File: src/rtl/wb_ram_initiator.sv
// rtl/wb_ram_initiator.sv - Wishbone fill/readback self-test initiator for the byte-enable RAM
// Optional feature macro: WBINIT_ERR_CAPTURE_EN (adds first-miscompare address/data capture)
module wb_ram_initiator #(
  parameter int depth = 256,
  parameter int aw    = $clog2(depth)
) (
  input  logic            i_wb_clk,
  input  logic            i_wb_rst_n,
  input  logic            i_start,
  input  logic [31:0]     i_seed,
  input  logic [3:0]      i_sel,
  output logic [aw-1:0]   o_wb_adr,
  output logic [31:0]     o_wb_dat,
  output logic [3:0]      o_wb_sel,
  output logic            o_wb_we,
  output logic            o_wb_cyc,
  input  logic [31:0]     i_wb_rdt,
  output logic            o_busy,
  output logic            o_done,
  output logic            o_pass,
`ifdef WBINIT_ERR_CAPTURE_EN
  output logic [aw-1:0]   o_err_adr,
  output logic [31:0]     o_err_rdt,
`endif
  output logic [aw-2:0]   o_err_cnt
);

  localparam int N  = depth / 4;
  localparam int WW = aw - 2;

  typedef enum logic [2:0] {
    S_IDLE,
    S_WRITE,
    S_READ,
    S_DRAIN,
    S_DONE
  } state_t;

  state_t          state;
  state_t          state_nxt;
  logic [WW-1:0]   word;
  logic [WW-1:0]   word_nxt;
  logic [31:0]     seed_q;
  logic [3:0]      sel_q;
  logic            rd_vld;
  logic [31:0]     exp_q;
  logic [31:0]     mask;
  logic            miss;
  logic            last_word;
  logic            start_ok;

  assign last_word = (word == WW'(N - 1));
  assign start_ok  = (state == S_IDLE) && i_start;
  assign mask      = {{8{sel_q[3]}}, {8{sel_q[2]}}, {8{sel_q[1]}}, {8{sel_q[0]}}};
  assign miss      = rd_vld && (((i_wb_rdt ^ exp_q) & mask) != 32'h0);

  // State and word-index register; async reset drops the bus immediately
  always_ff @(posedge i_wb_clk or negedge i_wb_rst_n) begin
    if (!i_wb_rst_n) begin
      state <= S_IDLE;
      word  <= '0;
    end else begin
      state <= state_nxt;
      word  <= word_nxt;
    end
  end

  // Next-state sequencing and bus outputs decoded from the current state
  always_comb begin
    state_nxt = state;
    word_nxt  = word;
    o_wb_cyc  = 1'b0;
    o_wb_we   = 1'b0;
    o_wb_adr  = '0;
    o_wb_dat  = 32'h0;
    o_wb_sel  = 4'h0;
    o_busy    = 1'b0;
    o_done    = 1'b0;
    case (state)
      S_IDLE: begin
        if (i_start) begin
          state_nxt = S_WRITE;
          word_nxt  = '0;
        end
      end
      S_WRITE: begin
        o_wb_cyc = 1'b1;
        o_wb_we  = 1'b1;
        o_wb_adr = {word, 2'b00};
        o_wb_dat = seed_q ^ 32'(word);
        o_wb_sel = sel_q;
        o_busy   = 1'b1;
        if (last_word) begin
          state_nxt = S_READ;
          word_nxt  = '0;
        end else begin
          word_nxt = word + 1'b1;
        end
      end
      S_READ: begin
        o_wb_cyc = 1'b1;
        o_wb_adr = {word, 2'b00};
        o_wb_sel = 4'hF;
        o_busy   = 1'b1;
        if (last_word) begin
          state_nxt = S_DRAIN;
          word_nxt  = '0;
        end else begin
          word_nxt = word + 1'b1;
        end
      end
      S_DRAIN: begin
        o_busy    = 1'b1;
        state_nxt = S_DONE;
      end
      S_DONE: begin
        o_done    = 1'b1;
        state_nxt = S_IDLE;
      end
      default: state_nxt = S_IDLE;
    endcase
  end

  // Run configuration latched at start so inputs may change mid-run
  always_ff @(posedge i_wb_clk or negedge i_wb_rst_n) begin
    if (!i_wb_rst_n) begin
      seed_q <= 32'h0;
      sel_q  <= 4'h0;
    end else if (start_ok) begin
      seed_q <= i_seed;
      sel_q  <= i_sel;
    end
  end

  // Expected data travels one cycle behind the read address to meet the RAM's read latency
  always_ff @(posedge i_wb_clk or negedge i_wb_rst_n) begin
    if (!i_wb_rst_n) begin
      rd_vld <= 1'b0;
      exp_q  <= 32'h0;
    end else begin
      rd_vld <= (state == S_READ);
      exp_q  <= seed_q ^ 32'(word);
    end
  end

  // Miscompare counter and pass flag; pass folds in the final compare done in DRAIN
  always_ff @(posedge i_wb_clk or negedge i_wb_rst_n) begin
    if (!i_wb_rst_n) begin
      o_err_cnt <= '0;
      o_pass    <= 1'b0;
    end else if (start_ok) begin
      o_err_cnt <= '0;
      o_pass    <= 1'b0;
    end else begin
      if (miss) begin
        o_err_cnt <= o_err_cnt + 1'b1;
      end
      if (state == S_DRAIN) begin
        o_pass <= (o_err_cnt == '0) && !miss;
      end
    end
  end

`ifdef WBINIT_ERR_CAPTURE_EN
  logic [aw-1:0] rd_adr;

  // Byte address of the word whose data is being compared this cycle
  always_ff @(posedge i_wb_clk or negedge i_wb_rst_n) begin
    if (!i_wb_rst_n) begin
      rd_adr <= '0;
    end else begin
      rd_adr <= {word, 2'b00};
    end
  end

  // First miscompare of the run is captured; later ones leave it untouched
  always_ff @(posedge i_wb_clk or negedge i_wb_rst_n) begin
    if (!i_wb_rst_n) begin
      o_err_adr <= '0;
      o_err_rdt <= 32'h0;
    end else if (start_ok) begin
      o_err_adr <= '0;
      o_err_rdt <= 32'h0;
    end else if (miss && (o_err_cnt == '0)) begin
      o_err_adr <= rd_adr;
      o_err_rdt <= i_wb_rdt;
    end
  end
`endif

endmodule

File: config.mk
export PLATFORM = sky130hd
export DESIGN_NAME = wb_ram_initiator
export DESIGN_NICKNAME = d
export VERILOG_FILES = /design/src/rtl/wb_ram_initiator.sv
export SDC_FILE = /design/constraint.sdc
export NUM_CORES = 1
export LEC_CHECK = 0
export BUFFER_PORTS_ARGS = -buffer_cell sky130_fd_sc_hd__buf_2
export CAP_MARGIN = 20
export CORE_MARGIN = 2
export CORE_UTILIZATION = 49
export DETAILED_ROUTE_END_ITERATION = 10
export MAX_ROUTING_LAYER = met4
export PLACE_DENSITY = 0.75
export SYNTH_ARGS = -nofsm -noshare
export SYNTH_HDL_FRONTEND = slang
export SYNTH_SLANG_ARGS = --single-unit
export TNS_END_PERCENT = 1
File: constraint.sdc
create_clock -name i_wb_clk -period 2.94 [get_ports i_wb_clk]
set_clock_uncertainty 0.05 [all_clocks]
set_input_delay 0.441 -clock i_wb_clk [delete_from_list [all_inputs] [get_ports i_wb_clk]]
set_output_delay 0.441 -clock i_wb_clk [all_outputs]
set_load 0.02 [all_outputs]
==> results of run 1 <==
==> cell families (layout without fill, tap and decap cells) <==
family,after synthesis,after routing,share of synthesized area
xor+xnor,39,39,0.0883
flops,86,86,0.556
fa+ha+maj,3,3,0.00970
simple gates,198,198,0.250
compound gates,34,34,0.0611
buf+inv,25,154,0.0336
other cells,1,3,0.000969
==> state kept, by name, indices dropped and copies added (netlist names) <==
signal and flops:
sel_q 4, seed_q 32, state 3, exp_q 32
rd_vld 1, word 6, o_pass 1, o_err_cnt 7
==> power groups by stage <==
stage | sequential (W) | combinational (W) | clock (W)
CTS | 0.00203 | 0.00192 | 0.000861
global placement | 0.00203 | 0.00188 | 0
finish | 0.00202 | 0.00189 | 0.000835
detailed placement | 0.00205 | 0.00191 | 0
floorplan | 0.00199 | 0.00133 | 0
global route | 0.00209 | 0.00208 | 0.000903
==> per-stage QoR <==
step | instances | cell area [um2] | worst slack (ns) | hold slack, ns | utilization
after floorplan | 387 | 3870 | 0.987 | 0.0954 | -
after global placement | 602 | 4580 | 0.853 | 0.324 | 0.596
after detailed placement | 602 | 4580 | 0.812 | 0.330 | 0.596
after CTS | 618 | 4780 | 0.464 | 0.0891 | 0.622
after global routing | 619 | 4780 | 0.303 | 0.127 | 0.622
final | 619 | 4780 | 0.463 | 0.0771 | 0.622
==> per-layer routing <==
metal | vias to the layer above | share of wire | track usage
met2 | 91 | 0.47 | 0.318
met1 | 1402 | 0.46 | 0.266
li1 | 1489 | - | -
met4 | 0 | 0.010 | 0.0674
met5 | - | 0 | -
met3 | 11 | 0.064 | 0.0431
==> final timing paths <==
check | startpoint | end | slack [ns]
worst min register to register | seed_q[29]$_DFFE_PN0P_ | exp_q[29]$_DFF_PN0_ | 0.34
max in group asynchronous | i_wb_rst_n | sel_q[3]$_DFFE_PN0P_ | 2.06
worst max register to register | state[0]$_DFFE_PN0P_ | seed_q[28]$_DFFE_PN0P_ | 0.96
min in group i_wb_clk | i_seed[21] | seed_q[21]$_DFFE_PN0P_ | 0.23
worst max-delay path | state[1]$_DFFE_PN0P_ | o_wb_adr[7] | 0.46
worst min-delay path | i_wb_rst_n | seed_q[12]$_DFFE_PN0P_ | 0.08
==> critical path: cells and delay by family, from the launching register on <==
| kind | cells | cell delay, ns |
|---|---|---|
| flip-flops | 1 | 0.52 |
| AND/OR/NAND/NOR | 3 | 0.71 |
| buffers and inverters | 2 | 0.41 |
==> synthesized netlist by cell type (2+ instances only) <==
master	count	share of area
sky130_fd_sc_hd__a21o_1	6	0.012
sky130_fd_sc_hd__inv_1	6	0.0058
sky130_fd_sc_hd__nor2_1	9	0.0087
sky130_fd_sc_hd__buf_4	3	0.0058
sky130_fd_sc_hd__nor2b_1	2	0.0032
sky130_fd_sc_hd__o21ai_1	4	0.0052
sky130_fd_sc_hd__and2_1	39	0.063
sky130_fd_sc_hd__clkbuf_1	5	0.0049
sky130_fd_sc_hd__dfrtp_1	86	0.56
sky130_fd_sc_hd__a31o_2	3	0.0068
sky130_fd_sc_hd__buf_2	8	0.010
sky130_fd_sc_hd__o31ai_1	2	0.0039
sky130_fd_sc_hd__nand2_1	115	0.11
sky130_fd_sc_hd__o21ai_0	7	0.0091
sky130_fd_sc_hd__and3_1	7	0.011
sky130_fd_sc_hd__xor2_1	6	0.014
sky130_fd_sc_hd__ha_1	3	0.0097
sky130_fd_sc_hd__a21oi_1	6	0.0078
sky130_fd_sc_hd__nand4_1	8	0.013
sky130_fd_sc_hd__nand3_1	6	0.0078
sky130_fd_sc_hd__xnor2_1	33	0.075
sky130_fd_sc_hd__nand3b_1	2	0.0039
sky130_fd_sc_hd__buf_6	2	0.0058
==> layout make-up <==
| cell class | count | area (um2) |
|---|---|---|
| Timing Repair Buffer | 131 | 676 |
| Clock inverter | 3 | 42.5 |
| Antenna cell | 1 | 2.50 |
| Tap cell | 102 | 128 |
| Sequential cell | 86 | 2150 |
| Fill cell | 653 | 2900 |
| Inverter | 7 | 26.3 |
| Clock buffer | 13 | 159 |
| Multi-Input combinational cell | 276 | 1600 |
==> impl_results.md, run 1 <==
- Overflow after GRT: 0
- Data required time at the worst endpoint: 2.45 ns
- Transition time of the tightest slew-check pin: 0.694 ns
- Max-capacitance violation count: 0
- Clock insertion delay at the later pin of the skew report: about 0.34 ns
- Combinational group share of total power: 0.398
- Initial Util: 0.503
- Remaining number of nets flagged by the antenna check after routing: 0
- Slowest cell delay on critical path: around 0.52 ns
- Crit. End Element: output port
- Worst-case headroom to the max-slew limit: 0.538
- Standard-cell rows: 32
- Cell Chain, Critical Path: nor3b_4, nor2_2, clkinv_1, and2_1, buf_2
- Clock root buffer master: sky130_fd_sc_hd__clkbuf_8
- Global-route usage over all layers: 0.203
- Horizontal extent of the die: 92.9 um
- Post-route DRC: 0
- Data arrival time at the worst-slack endpoint: 1.99 ns
- P_sw: about 0.0018 W
- Warning count from the yosys run: 0
- Average cell area after synthesis: 10.0 um2
- Highest Clock Rate: roughly 400 MHz
- Post-cts sizing count: 0
- Share of async-settable or async-resettable flops after synthesis: 1.00
- Setup repair after global routing missed its margin: no
- Number of buffers added on ports: between 100 and 150
- Post-cts hold buffer count: 0
- Slowest CP cell: sky130_fd_sc_hd__dfrtp_1
- Dominant synthesized flop cell: sky130_fd_sc_hd__dfrtp_1
- Violation count after the first detailed-routing iteration: 103
- Number of synthesized flops with an enable pin: 0
- Hold violation total from the final report: 0
- Minimum clock period: 2.48 ns
- Clock Power Share: 0.176
- Synthesized cell area: 3870 um2
- Maximum level of the CTS H-tree: 3
- Count of distinct cell types in the synthesized netlist: 41
- FF-to-FF path depth: 6
- Number of global-route vias before repair: 2891
- Gate count after technology mapping: 386
- Maximum number of pins on one net before global-route repair: 54
- I/O pin count: between 100 and 150
- Overall power consumption: 0.00475 W
- Run status: complete, no violations
- WS Path Type: register to output port
- Die footprint: between 8000 and 9000 um2
- Synthesized flop and latch total: 86
- Share of cells above drive strength 1: 0.306
- Classification of the worst-slack hold path: primary input to asynchronous set/reset pin
- RePlAce Congestion: 0.824
- WL/cell: between 10 and 15 um
- Die Ht: 92.9 um
- Initial antenna violation count: 1
- Leakage power of the design: ~2.5 nW
- CTS tree: built
- Detailed-route vias per instance: between 4 and 5
- Post-route clock period utilization: 0.842
- P_int: 0.00294 W
- Max rail drop VDD: 0.502 mV
- Switching fraction of total power: 0.381
- Routed WL: 8180 um
- Post-CTS setup repair buffer count: 0
- Detail Placement HPWL: ~6000 um
- Final count of pins violating max slew: 0
- Share of power burned in registers: 0.426
- Clock slew seen by the registers of the worst setup and hold paths: about 0.08 ns
- Layout Area Growth over Synthesis: 23.6%
- Setup TNS after final layout: 0 ns
- Net count reported at finish: 585
- Vias after detailed routing: 2993
- Most frequent cells in the layout: sky130_fd_sc_hd__buf_2, sky130_fd_sc_hd__nand2_1, sky130_fd_sc_hd__dfrtp_1, sky130_fd_sc_hd__and2_1, sky130_fd_sc_hd__xnor2_1
- CP Launch Type: register
- Pre-Repair DR Iteration Count: 4
- First-pass GRT wire length: 13400 um
- Number of buffers created by CTS: 9
- Worst Path Max Fanout: 10
- Worst-case clock buffer depth: 2
- Power density cells: between 900 and 1000 nW/um2
- Area of the placeable core: 7690 um2
- Commonest non-fill, non-tap cell in the layout: sky130_fd_sc_hd__buf_2
- Number of setup violations in the final report: 0
- Sinks on Clock Net: 86
- Fraction of the yosys area taken by sequential cells: 0.556
(Power assumes the default switching activity.)
==> run 2: changes to the inputs <==
Settings changed: ABC_AREA set to 1, CORE_UTILIZATION 49 to 47, PLACE_DENSITY 0.75 to 0.74.
Clock period 2.94 ns to 2 ns, I/O delays scaled along.
==> run 2 against run 1 <==
Sequential power up 51%. Global-route usage up 1.0 points. Worst hold slack better by 0.031 ns. Critical path type unchanged. Combinational power up 85%. Synthesized cell count up 45%. Non-clock buffer count up 5. Utilization down 2.3 points. Clock-buffer cell count down 2. Register-to-register slack worse by 0.62 ns. Critical path depth unchanged. Clock power up 43%. Final cell count up 30%.
==> impl_results.md, run 2 <==
- Highest Clock Rate: around 530 MHz
- Clock insertion delay at the later pin of the skew report: 0.34 ns
- Filler cell count: slightly above 800
- Global-route usage over all layers: 0.214
- Commonest non-fill, non-tap cell in the layout: sky130_fd_sc_hd__nand2_1
- Share of cells above drive strength 1: 0.250
- Horizontal extent of the die: 98.9 um
- Clock slew seen by the registers of the worst setup and hold paths: 0.09 ns
- Biggest registers after layout: exp_q x32, seed_q x32, o_err_cnt x7
- Count of distinct cell types in the synthesized netlist: 30
- First-pass GRT wire length: 16400 um
- Synth top cells by count: sky130_fd_sc_hd__nand2_1, sky130_fd_sc_hd__inv_1, sky130_fd_sc_hd__dfrtp_1, sky130_fd_sc_hd__nor2_1, sky130_fd_sc_hd__nand3_1
- Post-route clock period utilization: 0.952
- Fraction of synthesized cell area taken by the top area cell type: 0.508
- Remaining number of nets flagged by the antenna check after routing: 0
- Layout Area Growth over Synthesis: 23.4%
- Die Ht: 98.9 um
- Min-delay src: i_seed[1]
- Number of synthesized flops with an enable pin: 0
- Vias after detailed routing: 3860
- Pre-Repair DR Iteration Count: 6
- Average cell area after synthesis: 7.55 um2
- Final core utilization: 0.600
- Maximum number of pins on one net before global-route repair: 39
- RePlAce Congestion: 0.835
- Max rail drop VDD: 0.652 mV
- WS Path Type: register to output port
- Run status: complete, no violations
- Minimum clock period: 1.90 ns
- Routed WL: 9820 um
- Overflow after GRT: 0
- Power density cells: approximately 1500 nW/um2
- Post-route DRC: 0
- Terminus of the critical flop-to-flop path: seed_q[11]$_DFFE_PN0P_
- Share of async-settable or async-resettable flops after synthesis: 1.00
- Data arrival time at the worst-slack endpoint: around 1.6 ns
- Number of setup violations in the final report: 0
- Number of global-route vias before repair: 3707
- WL/cell: 12.2 um
- Detail Placement HPWL: 7420 um
- Most frequent cells in the layout: sky130_fd_sc_hd__nand2_1, sky130_fd_sc_hd__buf_2, sky130_fd_sc_hd__inv_1, sky130_fd_sc_hd__dfrtp_1, sky130_fd_sc_hd__nor2_1
- Hold path endpoint: seed_q[1]$_DFFE_PN0P_
- Dominant synthesized flop cell: sky130_fd_sc_hd__dfrtp_1
- FF-to-FF path depth: 6
- Area of the placeable core: 8720 um2
- Startpoint of the worst register-to-register path: state[0]$_DFFE_PN0P_
- Sinks on Clock Net: 86
- Setup repair after global routing missed its margin: no
- Number of buffers created by CTS: 9
- Synthesized flop and latch total: 86
- Biggest area contributors in the synthesized netlist: sky130_fd_sc_hd__dfrtp_1, sky130_fd_sc_hd__nand2_1, sky130_fd_sc_hd__inv_1, sky130_fd_sc_hd__nand3_1, sky130_fd_sc_hd__nor2_1
- Clock root buffer master: sky130_fd_sc_hd__clkbuf_8
- Synthesized cell area: 4240 um2
- Fraction of the yosys area taken by sequential cells: 0.508
- Net count reported at finish: around 770
- Post-synth top area cell: sky130_fd_sc_hd__dfrtp_1
- Maximum level of the CTS H-tree: 3
- Standard-cell rows: 34
- Max-capacitance violation count: 0
- Warning count from the yosys run: 0
- Violation count after the first detailed-routing iteration: about 180
- Sequential cell area: 2150 um2
- CP Launch Type: register
- Footprint of the multi-input gates: 1630 um2
- Hold violation total from the final report: 0
- Detailed-route vias per instance: 4.81
- Data required time at the worst endpoint: 1.65 ns
- Register-to-register setup slack: 0.34 ns
- Die footprint: 9790 um2
- N_diodes: 0
- Worst-case clock buffer depth: 2
- Worst Path Max Fanout: 11
- Gate count after technology mapping: approximately 560
- Crit. End Element: output port
- Initial Util: 0.486
- Setup TNS after final layout: 0 ns
- Most numerous cell in the Yosys netlist: sky130_fd_sc_hd__nand2_1
- Classification of the worst-slack hold path: primary input to register
- Number of buffers added on ports: 124
- CTS tree: built
- Leakage power of the design: slightly above 3 nW
- Final count of pins violating max slew: 0
- Initial antenna violation count: 0
- I/O pin count: 127
- Cell depth of the worst hold path: 3
==> run 2: through the flow <==
step / hold WS, ns / power [W] / cells / area, um2 / setup WS, ns
final: 0.108 / 0.00775 / 803 / 5230 / 0.0961
after global routing: 0.101 / 0.00843 / 803 / 5230 / 0.00592
after global placement: 0.214 / 0.00639 / 783 / 4980 / 0.407
after detailed placement: 0.215 / 0.00651 / 783 / 4980 / 0.366
after floorplan: -0.0456 / 0.00538 / 562 / 4240 / 0.415
after CTS: 0.0961 / 0.00771 / 799 / 5180 / 0.0134
==> run 2: kinds of logic after synthesis <==
kind of cell | share of synthesized area
flip-flops | 0.508
AO/OA/AOI/OAI | 0.0511
AND/OR/NAND/NOR | 0.309
buffers and inverters | 0.112
XOR/XNOR | 0.0103
adder cells (fa/ha/maj) | 0.00886
other | 0.000885
==> run 2: worst max-delay path, stage by stage (launching register included) <==
cell	delay, ns
sky130_fd_sc_hd__dfrtp_2	0.45
sky130_fd_sc_hd__inv_1	0.11
sky130_fd_sc_hd__nand3_4	0.13
sky130_fd_sc_hd__buf_4	0.21
sky130_fd_sc_hd__nor2_1	0.13
sky130_fd_sc_hd__buf_2	0.18
==> run 2: worst max path at each step <==
stage               slack (ns)                     end                 start
floorplan                 0.42             o_wb_dat[2]  state[1]$_DFFE_PN0P_
global placement          0.41      o_pass$_DFFE_PN0P_  sel_q[0]$_DFFE_PN0P_
detailed placement        0.37  seed_q[31]$_DFFE_PN0P_  state[0]$_DFFE_PN0P_
CTS                       0.01             o_wb_adr[4]  state[0]$_DFFE_PN0P_
global route             0.006             o_wb_adr[7]  state[1]$_DFFE_PN0P_
finish                     0.1             o_wb_dat[6]  state[1]$_DFFE_PN0P_
==> run 2: layout make-up <==
| type | count | area share |
|---|---|---|
| Clock buffer | 11 | 0.0270 |
| Clock inverter | 4 | 0.00909 |
| Inverter | 103 | 0.0739 |
| Multi-Input combinational cell | 355 | 0.312 |
| Sequential cell | 86 | 0.412 |
| Tap cell | 108 | 0.0258 |
| Timing Repair Buffer | 136 | 0.140 |
==> run 2: power by group <==
part / switching [W] / internal [W]
clock: 0.000589 / 0.000601
combinational: 0.00230 / 0.00120
sequential: 0.000556 / 0.00250
total: 0.00344 / 0.00430
==> run 2: routing by layer <==
layer  global-route usage  share of wire  up-vias
li1                     -              -     1959
met1                0.268           0.43     1786
met2                0.352           0.50      102
met3               0.0404          0.056       13
met4               0.0674          0.015        0
met5                    -              0        -
==> run 2: repair_timing <==
item,4_1_cts,5_1_grt
hold buffers,1,0
setup buffers,0,4
resized for setup,1,8
endpoints found under the setup margin,2,30
hold endpoints to repair,30,0
gates cloned,0,0
==> run 3: changes to the inputs <==
Settings changed: REMOVE_ABC_BUFFERS set to 1.
==> run 3 against run 2 <==
Via count decreased by 0.88%. Clock-buffer cell count decreased by 1. Fmax decreased by 2.2%. Combinational power decreased by 3%. Sequential share of layout area increased by 0.28 points. Wire length decreased by 1.9%. Critical path depth unchanged.
==> impl_results.md, run 3 (same netlist as run 2, synthesis figures left out) <==
- Family of cells with the greatest summed delay on the critical path: buffers and inverters
- Routed metal-1 wirelength: 4170 um
- Commonest non-fill, non-tap cell in the layout: sky130_fd_sc_hd__nand2_1
- CP Launch Type: register
- Die footprint: 9790 um2
- Crit. End Element: output port
- Worst-case headroom to the max-slew limit: 0.599
- Number of placed instances, taps included: a little under 800
- Data arrival time at the worst-slack endpoint: ~1.6 ns
- Layout Area Growth over Synthesis: 22.5%
- Run status: complete, no violations
- Share of cells above drive strength 1: 0.243
- Post-route clock period utilization: 0.973
- DR WL met3: 477 um
- Filler cell count: 794
- Initial antenna violation count: 0
- Standard-cell rows: 34
- Number of global-route vias before repair: 3632
- Initial Util: 0.486
- Final worst hold slack: 0.0939 ns
- Sinks on Clock Net: 86
- Cell Chain, Critical Path: inv_1, nand3_2, buf_4, a21oi_1, buf_2
- Sequential cell area: 2150 um2
- Classification of the worst-slack hold path: primary input to register
- RePlAce Congestion: roughly 0.87
- Final instance area: 5190 um2
- Remaining number of nets flagged by the antenna check after routing: 0
- WL/cell: about 12 um
- Uppermost metal layer occupied by signal nets: met4
- Detail Placement HPWL: 7230 um
- Power density cells: 1490 nW/um2
- Worst Path Max Fanout: 12
- Area of the placeable core: 8720 um2
- Highest Clock Rate: ~510 MHz
- Met2 routed WL: 4850 um
- Maximum level of the CTS H-tree: 3
- Data required time at the worst endpoint: 1.65 ns
- Slowest CP cell: sky130_fd_sc_hd__dfrtp_2
- Net count reported at finish: about 760
- Detailed-route vias per instance: 4.79
- Vias after detailed routing: 3826
- Post-CTS setup repair buffer count: 0
- Buffers and inverters on the worst path: 3
- N_diodes: 0
- Footprint of the multi-input gates: 1620 um2
- Number of buffers created by CTS: 9
- I/O pin count: ~130
- CTS tree: built
- Minimum clock period: 1.95 ns
- Maximum number of pins on one net before global-route repair: 48
- Most frequent cells in the layout: sky130_fd_sc_hd__nand2_1, sky130_fd_sc_hd__buf_2, sky130_fd_sc_hd__inv_1, sky130_fd_sc_hd__dfrtp_1, sky130_fd_sc_hd__nor2_1
- Number of buffers added on ports: approximately 120
- Worst-case clock buffer depth: 2
- Hold violation total from the final report: 0
- Slowest cell delay on critical path: between 0.4 and 0.5 ns
- WS Path Type: register to output port
- Overflow after GRT: 0
- Routed WL: between 9000 and 10000 um
- Clock slew seen by the registers of the worst setup and hold paths: ~0.090 ns
- Max rail drop VDD: 0.762 mV
- Horizontal extent of the die: between 90 and 100 um
- Global-route usage over all layers: 0.208
- Number of setup violations in the final report: 0
- Overall power consumption: 0.00773 W
- Post-layout instance count excluding filler cells: 798
- Final count of pins violating max slew: 0
- Placed cell areas: 4960 um2
- Leakage power of the design: 3.02 nW
- Pre-Repair DR Iteration Count: 4
- First-pass GRT wire length: 15900 um
- Max-capacitance violation count: 0
- Die Ht: just under 100 um
- Setup repair after global routing missed its margin: yes
- Transition time of the tightest slew-check pin: about 0.6 ns
- Clock root buffer master: sky130_fd_sc_hd__clkbuf_8
- Post-route DRC: 0
- Biggest registers after layout: exp_q x32, seed_q x32, o_err_cnt x7
- Clock insertion delay at the later pin of the skew report: 0.35 ns
- Violation count after the first detailed-routing iteration: 124
-- run 3: cell count changes in the layout (fill, tap and decap cells not counted) --
| cell | change |
|---|---|
| sky130_fd_sc_hd__buf_2 | -1 |
| sky130_fd_sc_hd__buf_4 | -5 |
| sky130_fd_sc_hd__clkbuf_1 | -1 |
| sky130_fd_sc_hd__clkinv_2 | -1 |
| sky130_fd_sc_hd__clkinv_4 | +2 |
| sky130_fd_sc_hd__dfrtp_1 | +1 |
| sky130_fd_sc_hd__dfrtp_2 | -1 |
| sky130_fd_sc_hd__inv_1 | +1 |
| sky130_fd_sc_hd__inv_2 | -1 |
| sky130_fd_sc_hd__inv_6 | +1 |
| sky130_fd_sc_hd__nand3_2 | +1 |
| sky130_fd_sc_hd__nand3_4 | -1 |
| sky130_fd_sc_hd__nor2_2 | +1 |
| sky130_fd_sc_hd__nor2_4 | -1 |
-- run 3: area by class of cell --
class | instances | area share
clock buffers | 10 | 0.0265
flip-flops and latches | 86 | 0.415
well taps | 108 | 0.0260
repair buffers | 130 | 0.133
inverters | 103 | 0.0745
multi-input cells | 355 | 0.311
clock inverters | 6 | 0.0133
-- run 3: tightest hold or removal path: cells and delay by family --
family                 cells  cell delay (ns)
buffers and inverters      1             0.07
AND/OR/NAND/NOR            2             0.09
-- run 3: path summary, 6_finish.rpt --
kind	from	end	slack, ns	cells past startpoint
max in group asynchronous	i_wb_rst_n	state[1]$_DFFE_PN0P_	0.83	3
min	i_sel[2]	sel_q[2]$_DFFE_PN0P_	0.09	3
max	state[1]$_DFFE_PN0P_	o_wb_dat[2]	0.05	5
max reg2reg	state[0]$_DFFE_PN0P_	seed_q[30]$_DFFE_PN0P_	0.24	6
min in group asynchronous	i_wb_rst_n	seed_q[16]$_DFFE_PN0P_	0.44	2
min reg2reg	seed_q[20]$_DFFE_PN0P_	exp_q[20]$_DFF_PN0_	0.32	0
-- run 3: metal layers --
layer,up-vias,global-route usage
met4,0,0.0632
met1,1782,0.257
met2,87,0.349
met5,-,-
met3,14,0.0397
li1,1943,-
-- run 3: repair_timing --
action                                  in CTS  in global routing
hold buffers                                 1                  0
resized for setup                            0                  6
endpoints found under the setup margin       0                 25
hold endpoints to repair                    46                  0
-- run 3: per-stage QoR --
step / utilization / setup WS, ns / setup TNS, ns
finish: 0.595 / 0.0535 / 0
global route: 0.595 / -0.0432 / -0.190
CTS: 0.594 / 0.00847 / 0
detailed placement: 0.569 / 0.280 / 0
global placement: 0.569 / 0.361 / 0
floorplan: - / -0.445 / -7.64
-- run 3: power by group --
part           total, W  leakage [nW]  switching, W  internal [W]
sequential      0.00305          1.08      0.000551       0.00250
clock           0.00127         0.103      0.000648      0.000619
combinational   0.00341          1.84       0.00226       0.00115
